$ cat src/rtl/arcade_dl_ctrl_if.sv
// Download port bundle: host-side ioctl strobes in, registered ROM write port out.
// The controller takes the slave view; the host/loader takes the master view.
interface arcade_dl_ctrl_if #(
    parameter int ROM_AW = 16
);
    logic              ioctl_download;
    logic              ioctl_wr;
    logic [24:0]       ioctl_addr;
    logic [7:0]        ioctl_dout;
    logic [7:0]        ioctl_index;
    logic [ROM_AW-1:0] rom_addr;
    logic [7:0]        rom_data;
    logic              rom_wr;

    modport master (
        output ioctl_download, ioctl_wr, ioctl_addr, ioctl_dout, ioctl_index,
        input  rom_addr, rom_data, rom_wr
    );

    modport slave (
        input  ioctl_download, ioctl_wr, ioctl_addr, ioctl_dout, ioctl_index,
        output rom_addr, rom_data, rom_wr
    );
endinterface

$ cat src/rtl/arcade_dl_ctrl.sv
// Arcade ROM/DIP download controller with core-reset hold sequencing.
// Optional ROM checksum: define DL_CHECKSUM_EN to build the rom_sum adder.
module arcade_dl_ctrl #(
    parameter int ROM_AW      = 16,
    parameter int HOLD_CYCLES = 1024
) (
    input  logic                  clk_sys,
    input  logic                  reset_n,
    arcade_dl_ctrl_if.slave       io,
    output logic [7:0]            game_id,
    output logic [63:0]           sw_bus,
    output logic                  core_reset,
    output logic                  rom_ovf,
    output logic [15:0]           rom_sum
);

    typedef enum logic [1:0] {
        IDLE = 2'd0,
        LOAD = 2'd1,
        HOLD = 2'd2
    } state_t;

    localparam logic [15:0] HOLD_INIT = 16'(HOLD_CYCLES - 1);

    state_t            state_q, state_d;
    logic [15:0]       cnt_q, cnt_d;
    logic              dl_q;

    logic              rom_wr_q, rom_wr_d;
    logic [ROM_AW-1:0] rom_addr_q, rom_addr_d;
    logic [7:0]        rom_data_q, rom_data_d;
    logic [7:0]        game_id_q, game_id_d;
    logic [63:0]       sw_q, sw_d;
    logic              ovf_q, ovf_d;

    logic              rise;
    logic              entry;
    logic              in_load;
    logic              hi_zero;
    logic              rom_sel;
    logic              dip_hit;

    assign rise    = io.ioctl_download & ~dl_q;
    assign entry   = rise & (state_q != LOAD);
    // A strobe on the entry edge already obeys the LOAD rules.
    assign in_load = (state_q == LOAD) | rise;
    assign hi_zero = ((io.ioctl_addr >> ROM_AW) == 25'd0);
    assign rom_sel = io.ioctl_wr & (io.ioctl_index == 8'd0) & in_load;
    assign dip_hit = io.ioctl_wr & (io.ioctl_index == 8'd254)
                   & (io.ioctl_addr[24:3] == 22'd0);

    always_ff @(posedge clk_sys or negedge reset_n) begin
        if (!reset_n) begin
            state_q <= HOLD;
            cnt_q   <= HOLD_INIT;
            dl_q    <= 1'b0;
        end else begin
            state_q <= state_d;
            cnt_q   <= cnt_d;
            dl_q    <= io.ioctl_download;
        end
    end

    always_comb begin
        state_d = state_q;
        cnt_d   = cnt_q;
        case (state_q)
            IDLE: begin
                if (rise) state_d = LOAD;
            end
            LOAD: begin
                if (!io.ioctl_download) begin
                    state_d = HOLD;
                    cnt_d   = HOLD_INIT;
                end
            end
            HOLD: begin
                if (rise) begin
                    state_d = LOAD;
                end else if (cnt_q == 16'd0) begin
                    state_d = IDLE;
                end else begin
                    cnt_d = cnt_q - 16'd1;
                end
            end
            default: begin
                state_d = HOLD;
                cnt_d   = HOLD_INIT;
            end
        endcase
    end

    always_comb begin
        rom_wr_d   = 1'b0;
        rom_addr_d = rom_addr_q;
        rom_data_d = rom_data_q;
        game_id_d  = game_id_q;
        sw_d       = sw_q;
        ovf_d      = entry ? 1'b0 : ovf_q;
        if (rom_sel) begin
            if (hi_zero) begin
                rom_wr_d   = 1'b1;
                rom_addr_d = io.ioctl_addr[ROM_AW-1:0];
                rom_data_d = io.ioctl_dout;
            end else begin
                ovf_d = 1'b1;
            end
        end
        if (io.ioctl_wr && io.ioctl_index == 8'd1) begin
            game_id_d = io.ioctl_dout;
        end
        if (dip_hit) begin
            sw_d[{io.ioctl_addr[2:0], 3'b000} +: 8] = io.ioctl_dout;
        end
    end

    always_ff @(posedge clk_sys or negedge reset_n) begin
        if (!reset_n) begin
            rom_wr_q   <= 1'b0;
            rom_addr_q <= '0;
            rom_data_q <= 8'h00;
            game_id_q  <= 8'h00;
            sw_q       <= {64{1'b1}};
            ovf_q      <= 1'b0;
        end else begin
            rom_wr_q   <= rom_wr_d;
            rom_addr_q <= rom_addr_d;
            rom_data_q <= rom_data_d;
            game_id_q  <= game_id_d;
            sw_q       <= sw_d;
            ovf_q      <= ovf_d;
        end
    end

`ifdef DL_CHECKSUM_EN
    logic [15:0] sum_q, sum_d;

    always_comb begin
        sum_d = sum_q;
        if (entry) begin
            sum_d = 16'h0000;
        end else if (rom_wr_q) begin
            sum_d = sum_q + {8'h00, rom_data_q};
        end
    end

    always_ff @(posedge clk_sys or negedge reset_n) begin
        if (!reset_n) begin
            sum_q <= 16'h0000;
        end else begin
            sum_q <= sum_d;
        end
    end

    assign rom_sum = sum_q;
`else
    assign rom_sum = 16'h0000;
`endif

    assign core_reset  = (state_q != IDLE);
    assign io.rom_wr   = rom_wr_q;
    assign io.rom_addr = rom_addr_q;
    assign io.rom_data = rom_data_q;
    assign game_id     = game_id_q;
    assign sw_bus      = sw_q;
    assign rom_ovf     = ovf_q;

endmodule
$ cat src/flat_wrapper.sv
// flat-port wrapper written by rule: the top's interface ports become plain ports
module arcade_dl_ctrl_flat 
#(
    parameter int ROM_AW      = 16,
    parameter int HOLD_CYCLES = 1024
)
  (clk_sys, reset_n, game_id, sw_bus, core_reset, rom_ovf, rom_sum, io_ioctl_download, io_ioctl_wr, io_ioctl_addr, io_ioctl_dout, io_ioctl_index, io_rom_addr, io_rom_data, io_rom_wr);
  arcade_dl_ctrl_if #(.ROM_AW(ROM_AW)) io_i ();
  input  logic clk_sys;
  input  logic reset_n;
  output logic [7:0] game_id;
  output logic [63:0] sw_bus;
  output logic core_reset;
  output logic rom_ovf;
  output logic [15:0] rom_sum;
  input wire logic [$bits(io_i.ioctl_download)-1:0] io_ioctl_download;
  input wire logic [$bits(io_i.ioctl_wr)-1:0] io_ioctl_wr;
  input wire logic [$bits(io_i.ioctl_addr)-1:0] io_ioctl_addr;
  input wire logic [$bits(io_i.ioctl_dout)-1:0] io_ioctl_dout;
  input wire logic [$bits(io_i.ioctl_index)-1:0] io_ioctl_index;
  output wire logic [$bits(io_i.rom_addr)-1:0] io_rom_addr;
  output wire logic [$bits(io_i.rom_data)-1:0] io_rom_data;
  output wire logic [$bits(io_i.rom_wr)-1:0] io_rom_wr;
  assign io_i.ioctl_download = io_ioctl_download;
  assign io_i.ioctl_wr = io_ioctl_wr;
  assign io_i.ioctl_addr = io_ioctl_addr;
  assign io_i.ioctl_dout = io_ioctl_dout;
  assign io_i.ioctl_index = io_ioctl_index;
  assign io_rom_addr = io_i.rom_addr;
  assign io_rom_data = io_i.rom_data;
  assign io_rom_wr = io_i.rom_wr;
  arcade_dl_ctrl #(.ROM_AW(ROM_AW), .HOLD_CYCLES(HOLD_CYCLES)) u_core (.clk_sys(clk_sys), .reset_n(reset_n), .io(io_i), .game_id(game_id), .sw_bus(sw_bus), .core_reset(core_reset), .rom_ovf(rom_ovf), .rom_sum(rom_sum));
endmodule
$ cat config.mk
export PLATFORM = sky130hd
export DESIGN_NAME = arcade_dl_ctrl_flat
export DESIGN_NICKNAME = d
export VERILOG_FILES = /design/src/rtl/arcade_dl_ctrl_if.sv /design/src/rtl/arcade_dl_ctrl.sv /design/src/flat_wrapper.sv
export SDC_FILE = /design/constraint.sdc
export NUM_CORES = 1
export LEC_CHECK = 0
export BUFFER_PORTS_ARGS = -buffer_cell sky130_fd_sc_hd__buf_4
export CORE_ASPECT_RATIO = 1.5
export CORE_MARGIN = 2
export CORE_UTILIZATION = 39
export DETAILED_ROUTE_END_ITERATION = 6
export GPL_TIMING_DRIVEN = 0
export PLACE_DENSITY = 0.67
export SYNTH_ARGS = -nofsm -noshare
export SYNTH_HDL_FRONTEND = slang
export SYNTH_SLANG_ARGS = --single-unit
$ cat constraint.sdc
create_clock -name clk_sys -period 2.1 [get_ports clk_sys]
set_input_delay 0.315 -clock clk_sys [delete_from_list [all_inputs] [get_ports clk_sys]]
set_output_delay 0.315 -clock clk_sys [all_outputs]
set_load 0.05 [all_outputs]
[Word-level counts from Yosys, hierarchy flattened]
Index checks and enable logic that the tools add are counted.
Storage, ports and cells
  register bits after elaboration: 117
  input bits: 45
  output and inout port bits: 115
Cells by class
  $add $sub $neg: 2
  eq/ne operators: 10
  shift-type cells: 2
  multiplexer cells: 15
  bitwise gates (word level): 9
  reduce and logical (&&, ||, !) cells: 10
Operators with widths (count)
  $bwmux W64: 1
  $shift A8 B8 Y64 const A: 1
  $shiftx A8 B8 Y64: 1
  $mux W16: 3
  $pmux W16 S3: 1
  $logic_not A25 Y1: 1
  $logic_not A22 Y1: 1
  $logic_not A16 Y1: 1
  $sub A16 B1 Y16 const B: 1
  $eq A8 B1 Y1 const B: 1
  $eq A8 B8 Y1 const B: 1
  $logic_not A8 Y1: 1
  $mux W2: 4
  $neg A6 Y8: 1
  $and A1 B1 Y1: 6
  $ne A2 B2 Y1 const B: 3
  $pmux W2 S3: 1
  $mux W1: 5
  $ne A2 B1 Y1 const B: 2
  $reduce_and A4 Y1: 1
  $ne A3 B1 Y1 const B: 1
  $reduce_and A3 Y1: 1
  $eq A2 B1 Y1 const B: 1
  $eq A2 B2 Y1 const B: 1
  other kinds (6): 7

[Logic depth before layout (Yosys ltp)]
Gate-level depths: netlist (run 1).
  word-level depth: 6
  gate-level depth with buffers: 8
  mapped depth without buffers: 8

[Least setup slack after synthesis (run 1)]
Ideal clock, no wire load.
  path kind: input -> register
  from: in io_ioctl_addr[0]
  to: reg u_core.sw_q[5], in the netlist u_core.sw_bus[5]
  library setup time: 82 ps
  arrival time: 2300 ps
  data required time: 2018 ps
  setup slack: -282 ps
  stages on the path: 8
  buffers on the path: 1
  path through: buf_2 -> inv_1 -> ha_1 -> ha_1 -> nor2_1 -> nand4_1 -> nor2_1 -> mux2_2
On the way
  word-level cells in the longest chain between the ends: 3
  elaborated cells on any way between the ends: 4
  those cells by class: add/sub: 1; shift: 2; mux: 1
RTL lines
  start, declared: line flat_wrapper.sv:18  | input wire logic [$bits(io_i.ioctl_addr)-1:0] io_ioctl_addr;
  $neg A6 Y8 (*): line arcade_dl_ctrl.sv:113  | sw_d[{io.ioctl_addr[2:0], 3'b000} +: 8] = io.ioctl_dout;
  $shiftx A8 B8 Y64 / $shift A8 B8 Y64 (equally long branches): line arcade_dl_ctrl.sv:113
  $bwmux W64 (*): line arcade_dl_ctrl.sv:113
  end signal, assigned: line arcade_dl_ctrl.sv:123  | sw_q <= {64{1'b1}};
  end signal, assigned: line arcade_dl_ctrl.sv:130  | sw_q <= sw_d;
  end, declared: line arcade_dl_ctrl.sv:33  | logic [63:0] sw_q, sw_d;
Mark *: on every way between the ends. The rest lies on a longest branch, timed or not.
A chain may end at the register's enable or synchronous reset.

[Worst setup path in the final report (run 1)]
  from: in io_ioctl_addr[19]
  to: reg u_core.rom_addr_q[0], in the netlist u_core.io.rom_addr[0]
On the way
  word-level cells in the longest chain between the ends: 2
RTL lines
  $logic_not A25 Y1: line arcade_dl_ctrl.sv:47  | assign hi_zero = ((io.ioctl_addr >> ROM_AW) == 25'd0);
  $reduce_and A2 Y1 (no line)
  end signal, assigned: line arcade_dl_ctrl.sv:127  | rom_addr_q <= rom_addr_d;
  end, declared: line arcade_dl_ctrl.sv:30  | logic [ROM_AW-1:0] rom_addr_q, rom_addr_d;
Every way passes these cells.

==> summary by stage, run 1 <==
Critical path
The worst-case register-to-register setup slack is -0.04 ns. The critical path is of the input pin to register type. The launch point of the worst reg-to-reg path is u_core.cnt_q[6]. The required time at the endpoint of the critical path is 2.38 ns.

The kind of start point of the critical path is an input pin. The start point of the critical path is io_ioctl_addr[19]. The worst setup path is captured at a register. The endpoint of the lowest-slack register-to-register path is u_core.cnt_q[11]. STA puts the critical path data arrival time at 2.46 ns. The number of cells on the worst reg-to-reg path is 5. The worst-path maximum fanout is 6.

Power and ir drop
The leakage power is 3.564 nW. The sum of internal, switching and leakage power is 5.790 mW. For this design the ratio of total power to cell area is ~800 mW/mm^2.

The largest vdd supply drop is 0.5632 mV.

Clocking
The CTS tree is done. After clock tree synthesis, the clock-pin slew on the worst setup and hold paths is ~0.050 ns. The clock buffer count from CTS is 17.

The CTS sink count is 117. The tree is rooted in a clkbuf_16. The clock reaches the later pin of the worst-skew pair after 0.41 ns. The maximum level of the CTS H-tree is 4. The number of buffers on the longest clock path is 2.

Yosys
The average size of a mapped cell is between 10 and 15 sq um. Of the synthesized area, sequential elements account for 58.42%. For this run, the leading register cell type out of synthesis is dfstp_2. The register bit count reported by yosys is 117.

The synthesized instance count is approximately 370. The number of distinct library cell variants in the gate-level netlist after synthesis is 47. The most common cell in the netlist is mux2_2. The top cell type by total area after synthesis is dfstp_2.

Ranked by instance count, the synthesized netlist is headed by mux2_2, dfstp_2, dfrtp_1, nor2_1, buf_4. The number of enable-type register cells in the synthesized netlist is 0. The cell area that synthesis handed to floorplanning was 0.005172 sq mm. Counting flops with an async set or reset pin after synthesis yields a share of 100.0%. Ranked by total cell area, the synthesized netlist is headed by dfstp_2, mux2_2, dfrtp_1. Yosys printed 0 warnings. Of the post-synthesis cell area, the dominant cell type holds a little under two fifths.

Layout
Cells with a size suffix above 1 make up between 70% and 80% of the layout. The repair_antennas step left the layout with diodes totalling 0. Once layout is done, the placed cells without fillers occupy 0.007446 sq mm. The signed area change from the synthesized netlist to the final layout is 43.95%. The number of filler cells placed in the layout is 1,082. The number of standard cells in the layout, taps in and fillers out is 732. The final layout contains 608 nets.

STA
The number of max-slew violations in the final report was 0. The setup TNS after final layout is -0.9981 ns. The timing-limited maximum frequency is 459.8 MHz. Setup repair after global routing could not meet its margin everywhere. The worst setup skew after layout is 0.009135 ns.

On the final layout, the worst hold slack is 0.06002 ns. The final setup slack of the worst path is -0.07481 ns. The worst max-slew margin expressed relative to the limit is 58.56%. Dividing the final minimum period by the clock period gives 103.6%. Counting I/O delays and the setup requirement, the final critical path takes 2.175 ns. The final hold violation count is 0. Setup violations remaining at the end of the flow were counted as just over 40. For the pin with the worst max-slew slack, the measured transition is 0.6216 ns.

Routing
Summed over all nets, wire length on met2 after detailed routing comes to 7253 um. The routed wire length is between 10,000 and 15,000 um. Dividing the detail-routed via count by the number of cells gives between 4 and 5. The post-route DRC violation count is 0. For this block, wires on met1 add up to 5011 um.

The detailed router finished its first iteration with between 100 and 150 violations. Detailed routing inserted a total of 3,646 vias. The detailed-routed wire length on met3 is 546 um. For this run, the detailed router's first-pass iteration total came to 4. The detail route stage leaves a number of antenna-violating nets equal to 0. In this run the top signal layer used is met4. The average wire length per cell after detail routing is 17.75 um.

Die
The effective utilization at floorplan is 39.93%. Measured along the x axis, the die boundary spans 98.03 um. The number of core rows is 51. The area of the die is 0.01422 sq mm. The area of the core is 0.01295 sq mm. The number of top-level pins is 160. In this run the vertical extent of the chip is 145.0 um.

Hold path
The worst min-delay path category is input pin to register. The worst hold path stage count is 1. The end point of the worst hold path is u_core.dl_q. The worst min-delay path startpoint is io_ioctl_download.

Flow run
The count of max-cap constraint violations is 0.

GRT
The first global-routing pass estimated 20,700 um of wire. The total overflow left after global routing is 0. The initial antenna violation count came to 0. The largest net degree at the start of global routing is 118. Global routing consumed, over all layers together, 18.59% of the routing resources. The number of global-route vias before repair is 3,843.

Run status
The final reports fail on setup timing. The run finished, with violations left.

Place
Detailed placement ended at an HPWL of 9079 um. The post-placement cell area is about 0.0066 sq mm. The total instance count after detailed placement is 681. Input and output buffers added on the ports amount to 136. The routability congestion estimate from global placement is 0.8137.
layer usage:
layer | vias up | global-route usage, %
li1 | 1685 | -
met1 | 1862 | 21.09
met2 | 88 | 33.39
met3 | 11 | 5.106
met4 | 0 | 6.042
met5 | - | 0
flip-flops by register name, summed over array words and instances (netlist names):
signal,count
u_core.io.rom_wr,1
u_core.state_q,2
u_core.dl_q,1
u_core.game_id,8
u_core.cnt_q,16
u_core.io.rom_data,8
u_core.sw_bus,64
u_core.rom_ovf,1
u_core.io.rom_addr,16
where the power goes:
part | internal (mW) | switching, mW
sequential | 2.32 | 0.0411
clock | 1.96 | 1.01
combinational | 0.156 | 0.301
repair_timing:
item                                    CTS  global route
resized for setup                        13            15
endpoints found under the setup margin   67            83
gates cloned                              0             2
pin swaps                                 4             6
buffers inserted                          6             9
hold buffers                              0             1
endpoints found under the hold margin     0            10
critical path, stage by stage:
cell    delay, ns
buf_6        0.09
or4_4        0.53
or4_4        0.43
buf_4        0.16
nor3_4       0.31
buf_4        0.18
buf_4        0.11
mux2_2       0.33
worst max-delay path by stage:
stage                            end  slack [ns]  depth (start not counted)
6_report       u_core.io.rom_addr[0]       -0.07                          8
4_1_cts            u_core.sw_bus[25]       -0.02                          8
3_5_place_dp       u_core.sw_bus[10]       -0.52                          7
2_1_floorplan      u_core.sw_bus[16]       -0.18                          6
5_1_grt             u_core.cnt_q[11]       -0.13                          5
3_3_place_gp       u_core.sw_bus[15]       -0.48                          7
cell families (layout without fill, tap and decap cells):
kind of cell	Yosys count	after routing	synth area share [%]
mux	98	98	21.31
simple gates	90	90	12.12
flops	117	117	58.42
other cells	1	16	0.07250
compound gates	24	24	2.831
fa+ha+maj	3	3	0.7258
buf+inv	34	221	3.846
xor+xnor	4	4	0.6774
area by class of cell:
| type | count | area (sq um) | share of cell area, % |
|---|---|---|---|
| tap | 159 | 198.9 | 2.672 |
| inverter | 7 | 26.28 | 0.3529 |
| sequential | 117 | 3022 | 40.58 |
| clock buffer | 20 | 466.7 | 6.268 |
| buffer | 27 | 185.2 | 2.487 |
| timing repair buffer | 155 | 1217 | 16.35 |
| clock inverter | 12 | 150.1 | 2.016 |
| multi-input combinational | 235 | 2180 | 29.27 |
per-stage QoR:
step / util [%] / setup WS (ns)
final: 57.48 / -0.07481
after global routing: 57.48 / -0.1319
after CTS: 56.19 / -0.01647
after detailed placement: 50.58 / -0.5178
after global placement: 50.58 / -0.4773
after floorplan: - / -0.1839
cells in the final DEF, fill, tap and decap left out, types with 7 or more instances in the layout:
| cell | count |
|---|---|
| mux2_4 | 24 |
| inv_1 | 7 |
| buf_1 | 7 |
| conb_1 | 16 |
| nand3_1 | 7 |
| dfrtp_1 | 42 |
| dfstp_2 | 75 |
| buf_4 | 163 |
| nor2_1 | 18 |
| mux2_2 | 73 |
| clkbuf_16 | 17 |
| buf_6 | 8 |
No activity file was read; power rests on OpenSTA's default activity.
==> run 2: changes to the inputs <==
CORE_UTILIZATION = 45   (was 39)
HOLD_SLACK_MARGIN = 0.15   (was not set)
PLACE_DENSITY = 0.75   (was 0.67)
==> summary by stage, run 2 (synthesis results as in run 1) <==
Run status
The run finished, with violations left. The checks that failed: setup timing.

Die
The effective utilization at floorplan is 45.57% (+5.6 points). The area of the die came to 0.01239 sq mm (-13%). The die extent in x was 91.54 um (-6.6%). The number of core rows was 48 (-5.9%). The number of top-level pins is 160 (unchanged). The y dimension of the die was 135.3 um (-6.7%). The area of the core is 0.01135 sq mm (-12%).

Clocking
The cell sitting at the root of the clock tree is a clkbuf_16. The post-CTS clock slew at the launch and capture registers of the worst setup and hold paths came to 0.06 ns (about the same). The CTS tree is done. The maximum level of the CTS H-tree came to 4 (unchanged). The number of buffers on the longest clock path is 2 (unchanged). The CTS sink count is 117 (unchanged).

The clock latency at the later pin of the worst-skew pair came to 0.41 ns (about the same). The clock buffer count from CTS is 17 (unchanged).

Place
The routability congestion estimate from global placement was 0.8160 (+0.28%). The half-perimeter wire length after placement is 8941 um (-1.5%). The number of buffer cells added on primary ports came to 136 (unchanged).

Critical path
The cell family contributing the most delay on the critical path is simple AND/OR/NAND/NOR gates. The arrival time reported for the critical path endpoint is 2.46 ns (about the same). The kind of start point of the critical path is an input pin. The critical path buffer and inverter count was 2 (-2).

The worst setup path is captured at a register. The required time at the endpoint of the critical path is 2.44 ns (+0.06 ns). Among all stages on the critical path, the largest delay is contributed by or4_4. The setup path with the least slack is of type input pin to register. The peak per-stage delay on the critical path came to 0.52 ns (about the same).

The worst-path maximum fanout is 8 (+2). Walking the worst path, the cells encountered are buf_6, or4_4, or4_4, and4bb_1, buf_6, nand4_4, mux2_4.

Power and ir drop
The leakage power is 3.546 nW (-0.51%). The sum of internal, switching and leakage power came to 5.568 mW (-3.8%). The largest vdd supply drop was 0.5345 mV (-5.1%). The power density normalized to cell area is 747.6 mW/mm^2 (-3.9%).

STA
The final setup slack of the worst path is -0.01657 ns (+0.05824 ns). Setup repair after global routing could not meet its margin everywhere. The timing-limited maximum frequency is 472.5 MHz (+2.8%). The worst-margin pin slew came to 0.7351 ns (+0.1135 ns). The final hold violation count is 0 (unchanged). The final critical-path share of the clock period is 100.8% (-2.8 points).

The worst max-slew margin expressed relative to the limit came to 50.99% (-7.6 points). The total of endpoints with negative setup slack in the final report is 2 (-95%). The minimum clock period is 2.117 ns (-0.05824 ns). The number of max-slew violations in the final report is 0 (unchanged).

The setup TNS after final layout is -0.01671 ns (+0.9814 ns). The worst setup skew after layout came to 0.01461 ns (+0.005476 ns).

Routing
The routed wire length came to 13,130 um (+1.1%). The post-route DRC violation count came to 0 (unchanged). The average wire length per cell after detail routing was 17.97 um (+1.2%). The via count normalized by instance count is 5.122 (+2.8%).

The number of DRC markers after the initial detailed-route iteration is 159 (+13%). The detailed-route via count was 3,744 (+2.7%). The number of iterations in the first detailed-routing pass is 4 (unchanged).

The number of antenna-violating nets in the routed design is 0 (unchanged).

Layout
The number of nets in the finished design is 616 (+1.3%). The signed area change from the synthesized netlist to the final layout is 44.00% (about the same). The flip-flop count of the largest register, all copies and words added is 64 (unchanged). The share of final-layout standard cells stronger than drive strength 1 is 68.33% (-2.0 points). Leaving out fill and tap cells, the most frequent cell in the layout is buf_4. The top cell types in the final layout, fill and taps aside, are buf_4, mux2_2, dfstp_2. The final core area utilization was 65.62% (+8.1 points). The antenna diode instance count came to 0 (unchanged).

Flow run
The count of max-cap constraint violations came to 0 (unchanged).

GRT
The total congestion overflow after global routing is 0 (unchanged). The initial antenna violation count is 0 (unchanged). The global router's overall resource usage is 21.64% (+3.0 points).

The global-route wire length before repair was 20,430 um (-1.3%). The largest net degree at the start of global routing is 118 (unchanged). The number of global-route vias before repair is 3,872 (+0.75%).

Hold path
In this run the worst hold path is classified as input pin to register.
run 2: report_power, final:
group | total [mW] | internal [mW] | switching [mW] | leakage [nW]
logic | 0.481 | 0.173 | 0.308 | 1.91
registers | 2.36 | 2.32 | 0.0414 | 1.36
clock network | 2.72 | 1.66 | 1.06 | 0.274
run 2: layout make-up:
type                    count  area, sq um
plain buffers              27        191.4
clock buffers              18        439.2
clock inverters            14        127.6
fillers                   855         3902
inverters                   7        26.28
multi-input cells         235         2162
flip-flops and latches    117         3022
well taps                 150        187.7
repair buffers            163         1292
run 2: stage by stage:
stage / worst slack [ns] / hold WS, ns / cell area (sq um) / cells
final: -0.01657 / 0.1751 / 7448 / 731
after global routing: -0.06944 / 0.1698 / 7448 / 731
after CTS: -0.007931 / 0.1588 / 7307 / 720
after floorplan: -0.1839 / 0.01941 / 5333 / 386
after detailed placement: -0.4979 / 0.4672 / 6541 / 672
after global placement: -0.4711 / 0.4653 / 6541 / 672
run 2: path summary, 6_finish.rpt:
| kind | start | end | slack [ns] | depth (start not counted) |
|---|---|---|---|---|
| worst min-delay path | io_ioctl_addr[2] | u_core.io.rom_addr[2] | 0.18 | 2 |
| worst min register to register | u_core.io.rom_data[3] | u_core.io.rom_data[3] | 0.51 | 1 |
| max in group asynchronous | reset_n | u_core.sw_bus[61] | 0.97 | 3 |
| min in group asynchronous | reset_n | u_core.game_id[0] | 0.45 | 2 |
| worst max-delay path | io_ioctl_addr[19] | u_core.sw_bus[17] | -0.02 | 7 |
| worst max register to register | u_core.cnt_q[5] | u_core.cnt_q[13] | 0 | 6 |
run 2: metal layers:
metal  global-route usage (%)  up-vias  routed length [um]
met5                        0        -                   0
met4                    9.680        0                 268
met3                    5.398       18                 676
met2                    37.46      123                7109
met1                    25.26     1892                5079
li1                         -     1711                   -
run 2: timing repair:
item | 4_1_cts | 5_1_grt
endpoints found under the hold margin | 14 | 18
endpoints found under the setup margin | 38 | 57
buffers inserted | 2 | 8
pin swaps | 3 | 10
cloned | 0 | 1
resized for setup | 11 | 10
hold buffers | 14 | 1
